File: src/rtl/mux4_rr_arbiter.sv
// Round-robin arbiter sharing one 4:1 data mux between requesters A..D.
// Ports: clk, reset (sync, active-high), req[3:0], data_a..data_d in;
//   grant[3:0], S0/S1 select, out_data, out_valid, busy out.
module mux4_rr_arbiter #(
    parameter int DATA_W    = 8,
    parameter int MAX_BURST = 4
) (
    input  logic              clk,
    input  logic              reset,
    input  logic [3:0]        req,
    input  logic [DATA_W-1:0] data_a,
    input  logic [DATA_W-1:0] data_b,
    input  logic [DATA_W-1:0] data_c,
    input  logic [DATA_W-1:0] data_d,
    output logic [3:0]        grant,
    output logic              S0,
    output logic              S1,
    output logic [DATA_W-1:0] out_data,
    output logic              out_valid,
    output logic              busy
);

    typedef enum logic {
        IDLE  = 1'b0,
        GRANT = 1'b1
    } state_t;

    state_t     state;
    logic [1:0] sel;
    logic [1:0] last;
    logic [7:0] cnt;

    logic [1:0] win;
    logic [1:0] idx;
    logic       found;
    logic       rel;

    // Scan upward from the slot after the last grantee; the last
    // grantee is naturally checked last, so it wins only when alone.
    always_comb begin
        win   = last;
        idx   = last;
        found = 1'b0;
        for (int i = 1; i <= 4; i++) begin
            idx = last + 2'(i);
            if (!found && req[idx]) begin
                win   = idx;
                found = 1'b1;
            end
        end
    end

    assign rel = !req[sel] || (cnt == 8'(MAX_BURST));

    always_ff @(posedge clk) begin
        if (reset) begin
            state <= IDLE;
            grant <= 4'b0000;
            sel   <= 2'd0;
            cnt   <= 8'd0;
            last  <= 2'd3;
        end else if (state == IDLE || rel) begin
            if (found) begin
                state <= GRANT;
                sel   <= win;
                grant <= 4'b0001 << win;
                cnt   <= 8'd1;
                last  <= win;
            end else begin
                // Nobody asking: drop to idle, sel keeps its value.
                state <= IDLE;
                grant <= 4'b0000;
                cnt   <= 8'd0;
            end
        end else begin
            cnt <= cnt + 8'd1;
        end
    end

    assign busy = (state == GRANT);
    assign S0   = sel[0];
    assign S1   = sel[1];

    // Beat is valid only while the grantee still asserts its request.
    assign out_valid = busy && req[sel];

    always_comb begin
        out_data = data_a;
        unique case (sel)
            2'd0: out_data = data_a;
            2'd1: out_data = data_b;
            2'd2: out_data = data_c;
            2'd3: out_data = data_d;
            default: out_data = data_a;
        endcase
    end

endmodule

File: config.mk
export PLATFORM = sky130hd
export DESIGN_NAME = mux4_rr_arbiter
export DESIGN_NICKNAME = d
export VERILOG_FILES = /design/src/rtl/mux4_rr_arbiter.sv
export SDC_FILE = /design/constraint.sdc
export NUM_CORES = 1
export LEC_CHECK = 0
export ABC_CLOCK_PERIOD_IN_PS = 2800
export BUFFER_PORTS_ARGS = -buffer_cell sky130_fd_sc_hd__buf_2
export CAP_MARGIN = 20
export CORE_AREA = 2 2 49 51
export CTS_BUF_LIST = sky130_fd_sc_hd__clkbuf_8
export DETAILED_ROUTE_END_ITERATION = 7
export DIE_AREA = 0 0 51 53
export HOLD_SLACK_MARGIN = 0.05
export PLACE_DENSITY = 0.85
export SYNTH_ARGS = -nofsm -noshare
export SYNTH_HDL_FRONTEND = slang
export SYNTH_SLANG_ARGS = --single-unit
File: constraint.sdc
create_clock -name clk -period 2.8 [get_ports clk]
set_input_delay 0.14 -clock clk [delete_from_list [all_inputs] [get_ports clk]]
set_output_delay 0.14 -clock clk [all_outputs]
set_load 0.01 [all_outputs]
==> Word-level counts from Yosys, hierarchy flattened <==
Index checks and enable logic that the tools add are counted.
{ "classes": {"n_eq_ne": 4, "addsub": 4, "reduce_logical": 12, "bitwise": 1, "n_shift": 1, "muxes": 23, "n_lt_le_gt_ge": 5} }
{ "op_table": {"columns": ["cell", "n"], "rows": [
  ["$pmux W8 S4", 1],
  ["$lt A2 B3 Y1 const B", 5],
  ["$mux W1", 11],
  ["$bmux W1 S2", 5],
  ["$add A8 B1 Y8 const B", 1],
  ["$eq A8 B3 Y1 const B", 1],
  ["$mux W2", 4],
  ["$mux W8", 1],
  ["$add A2 B2 Y2 const B", 2],
  ["$eq A2 B2 Y1 const B", 2],
  ["$logic_and A1 B1 Y1", 4],
  ["$logic_not A1 Y1", 4],
  ["$mux W4", 1],
  ["$shl A1 B2 Y4 const A", 1],
  ["$add A2 B1 Y2 const B", 1],
  ["$eq A2 B1 Y1 const B", 1],
  ["$logic_not A2 Y1", 1],
  ["$logic_or A1 B1 Y1", 2],
  ["$reduce_and A2 Y1", 1],
  ["$not A1 Y1", 1]
]} }
{ "word_totals": {"out_inout_bits": 16, "wordCells": 55, "regBits": 17} }

==> Logic depth before layout (Yosys ltp) <==
{ "logic_depth": {"word_depth": 15, "ltp_mapped": 6, "depth_no_buf": 6} }

==> Least setup slack after synthesis <==
Ideal clock, no wire load.
{ "synth_path": {"path_type": "reg-to-reg", "startpoint": "register cnt[5]", "endpoint": "register last[1]", "arrival_time_ns": 1.533, "stages_incl_launch_ff": 5, "synth_period_minus_slack_ns": 1.665, "setup_time_ns": 0.132, "n_path_buf": 0, "path_slack_ns": 1.135, "required_ns": 2.668, "cell_sequence": "dfxtp_1 or4_4 or3_4 a21oi_2 o221ai_2"} }
{ "synth_via": {"elab_chain_cells": 4} }
{ "synth_rtl": {"columns": ["item", "line_no", "source"], "rows": [
  ["start: declaration", "31", "logic [7:0] cnt;"],
  ["start signal: assignment", "76", "cnt <= cnt + 8'd1;"],
  ["$eq A8 B3 Y1", "53", "assign rel = !req[sel] || (cnt == 8'(MAX_BURST));"],
  ["$logic_or A1 B1 Y1", "53", null],
  ["$logic_or A1 B1 Y1", "62", "end else if (state == IDLE || rel) begin"],
  ["$reduce_and A2 Y1 (no source line)", null, null],
  ["end signal: assignment", "68", "last <= win;"],
  ["end: declaration", "30", "logic [1:0] last;"]
]} }
Every way passes these cells.
A chain may end at the register's enable or synchronous reset.

==> Final worst setup path <==
{ "layout_path": {"startpoint": "register sel[0]", "endpoint": "output port out_valid"} }
{ "layout_via": {"elab_chain_cells": 3} }
{ "layout_rtl": {"columns": ["item", "line_no", "source"], "rows": [
  ["start: declaration", "29", "logic [1:0] sel;"],
  ["start signal: assignment", "65", "sel <= win;"],
  ["$bmux W1 S2", "85", "assign out_valid = busy && req[sel];"],
  ["$mux W1 (not written as such)", "85", null],
  ["$logic_and A1 B1 Y1", "85", null],
  ["end: declaration", "19", "output logic out_valid,"]
]} }
Every way passes these cells. The select of a mux whose other input is x is not followed.

==> flow_summary.toml <==
[outcome]
status = "completed"

[cells_and_area]
seq_area_um2 = 340
fin_nets = 199
drive_gt1_share_pct = 44.9
design_area_um2 = 1380
nFillCells = 180
multiInputGateArea_um2 = 671
area_delta_synth_final_pct = 31.7
n_antenna_cell = 0

[global_routing]
grt_pass1_wl_um = 4340
grt_max_degree = 15
track_usage_pct = 21.4
grt_pass1_vias = 1017
antenna_found_initial = 0
grt_remaining_overflow = 0

[floorplan]
fp-row-count = 17
start_util_pct = 48.9
die_w_um = 51
num_io_pins = 54
die_area_um2 = 2700
coreArea_um2 = 2150
die_y_um = 53

[power_and_ir_drop]
pwr-share-comb_pct = 36.1
p_sw_uw = 250
ir_drop_mv = 0.346
power_leakage_uw = 0.000603
p_sw_share_pct = 32.8
pwr-share-seq_pct = 40.6
clockPowerShare_pct = 23.2
p_per_area_nw_per_um2 = 552
intPower_uw = 513

[clocking]
cts_buffer_depth = 2
htree_levels = 1
cts_sinks = 17
cts_tree = "yes"
ctsHoldBuffers = 0
cts.clk_slew.worst_paths_ps = 60
cts_resized = 0
worst_skew_pair.late_latency_ps = 250
cts_buffers = 3
cts-root-buf = "clkbuf_8"
post_cts_buffers = 0

[critical_path]
crit_fanout = 12
r2r_cells = 4
r2r_start = "sel[0]"
endpoint_kind = "output port"
r2r_slack_ps = 950
critPathKind = "reg -> out"
start_kind = "flop"
cp_data_required_time_ps = 2660
r2r-end = "grant[0]"
cp.arrival_ps = 1730

[drt]
dr_total_vias = 1050
wirelength_um = 2720
drt_iter0_drc = 10
vias_per_cell = 5.65
first_pass_iters = 4
ant_nets = 0
post-route-drc-count = 0
wl_per_cell_um = 14.6

[flow_run]
maxCapViolCount = 0

[placement]
dpl_cell_area_um2 = 1340
place_congestion = 0.868
dpl.hpwl_um = 2160
port_buffers = 53

[yosys]
synthCells = 104
synth_xor_xnor_area_share_pct = 5.01
syn_nets = 144
syn_area_um2 = 1050
synth_top_family_by_area = "simple AND/OR/NAND/NOR gates"
ys_types = 40
yosys.area_share.simple_pct = 22.9
ys.flop_type = "dfxtp_1"
synth-async-reset-ratio_pct = 0
postSynthAreaPerCell_um2 = 10.1
synth_seq_area_share_pct = 32.4
synth_fa_ha_area_share_pct = 2.38
synth_compound_area_share_pct = 13.6
yosysWarnings = 0
synth_edf_count = 0
synth.mux.area_fraction_pct = 20.0
ys_ff_latch = 17

[timing]
tns_ps = 0
hold_viol_final = 0
fmax_mhz = 536
setup_viol = 0
fin_crit_ps = 1870
final.period_utilization_pct = 66.7
timing_max_transition_violations_final = 0
tightest_slew_ps = 642
slew_headroom_pct = 57.1
rsz0062_at_grt = "no"
clock_skew_ps = 1.37

[hold_path]
hold_start = "reset"
hold_depth = 2
min_path_type = "in -> reg"
min_to = "cnt[4]"
==> power by group through the flow <==
| stage | Combinational, uW | Clock (uW) | Sequential, uW |
|---|---|---|---|
| 2_1_floorplan | 195 | 0 | 295 |
| 3_5_place_dp | 276 | 0 | 316 |
| 3_3_place_gp | 268 | 0 | 314 |
| 4_1_cts | 276 | 180 | 311 |
| 6_report | 276 | 177 | 310 |
| 5_1_grt | 297 | 192 | 317 |
==> routing by layer <==
metal,GRT usage [%],wire length (um),vias up
met3,4.80,245,7
met2,41.6,1400,46
met5,0,0,-
li1,-,-,504
met1,22.0,1040,493
met4,8.56,47,0
==> metrics by stage <==
stage	worst slack (ps)	util, %	hold WS (ps)	instances	total power, uW
4_1_cts	907	64.4	273	186	767
2_1_floorplan	1130	-	240	104	490
5_1_grt	791	64.4	300	186	807
3_5_place_dp	916	62.3	472	182	592
6_report	933	64.4	283	186	763
3_3_place_gp	1070	62.3	463	182	582
==> synthesized netlist by cell type, types with 2 or more instances <==
library cell / count / share of area [%]
a21oi_1: 2 / 0.95
and3_1: 3 / 1.8
clkbuf_1: 2 / 0.72
dfxtp_1: 17 / 32
ha_1: 2 / 2.4
inv_1: 6 / 2.1
mux2i_1: 3 / 2.9
mux4_2: 8 / 17
nand2_1: 5 / 1.8
nand2b_1: 5 / 3.0
nand3_1: 4 / 1.9
nand4_1: 3 / 1.8
nor2_1: 3 / 1.1
nor3_1: 6 / 2.9
nor4_1: 2 / 1.2
o31ai_1: 2 / 1.4
o32ai_1: 4 / 3.3
xnor2_1: 2 / 1.7
xor2_1: 4 / 3.3
==> worst max-delay path, cell delays in order (launching register included) <==
cell and delay, ps:
dfxtp_1 730, mux2i_1 260, o22a_1 240, inv_2 90, buf_2 150
==> state kept, by name, indices dropped and copies added (netlist names) <==
signal  count
grant       4
cnt         8
last        2
busy        1
sel         2
==> cells in the final DEF, fill, tap and decap left out, types with 4 or more instances in the layout <==
master,n
dfxtp_1,17
mux4_2,8
buf_2,53
xor2_1,4
inv_1,7
nand2b_1,5
o32ai_1,4
nor3_1,6
nand2_1,5
nand3_1,4
==> worst max path at each step <==
stage | startpoint | to | slack, ps | cells after the start
floorplan | cnt[5] | last[1] | 1130 | 4
global placement | sel[0] | sel[1] | 1070 | 4
detailed placement | sel[0] | grant[0] | 920 | 4
CTS | sel[0] | out_valid | 910 | 4
global route | sel[0] | grant[2] | 790 | 4
finish | sel[0] | out_valid | 930 | 4
==> cell families after synthesis <==
family	Yosys count
DFF	17
and+or+nand+nor	40
AOI/OAI and AO/OA	18
adders and majority gates	2
muxes	11
xor gates and xnor gates	6
buffers and inverters	10
==> final cells by class <==
cell class	count	share of cell area (%)
multi-input cells	77	48.5
clock inverters	1	0.271
clock buffers	3	2.99
flip-flops and latches	17	24.6
inverters	7	1.90
repair buffers	53	19.2
well taps	28	2.53
No activity file was read; power rests on OpenSTA's default activity.
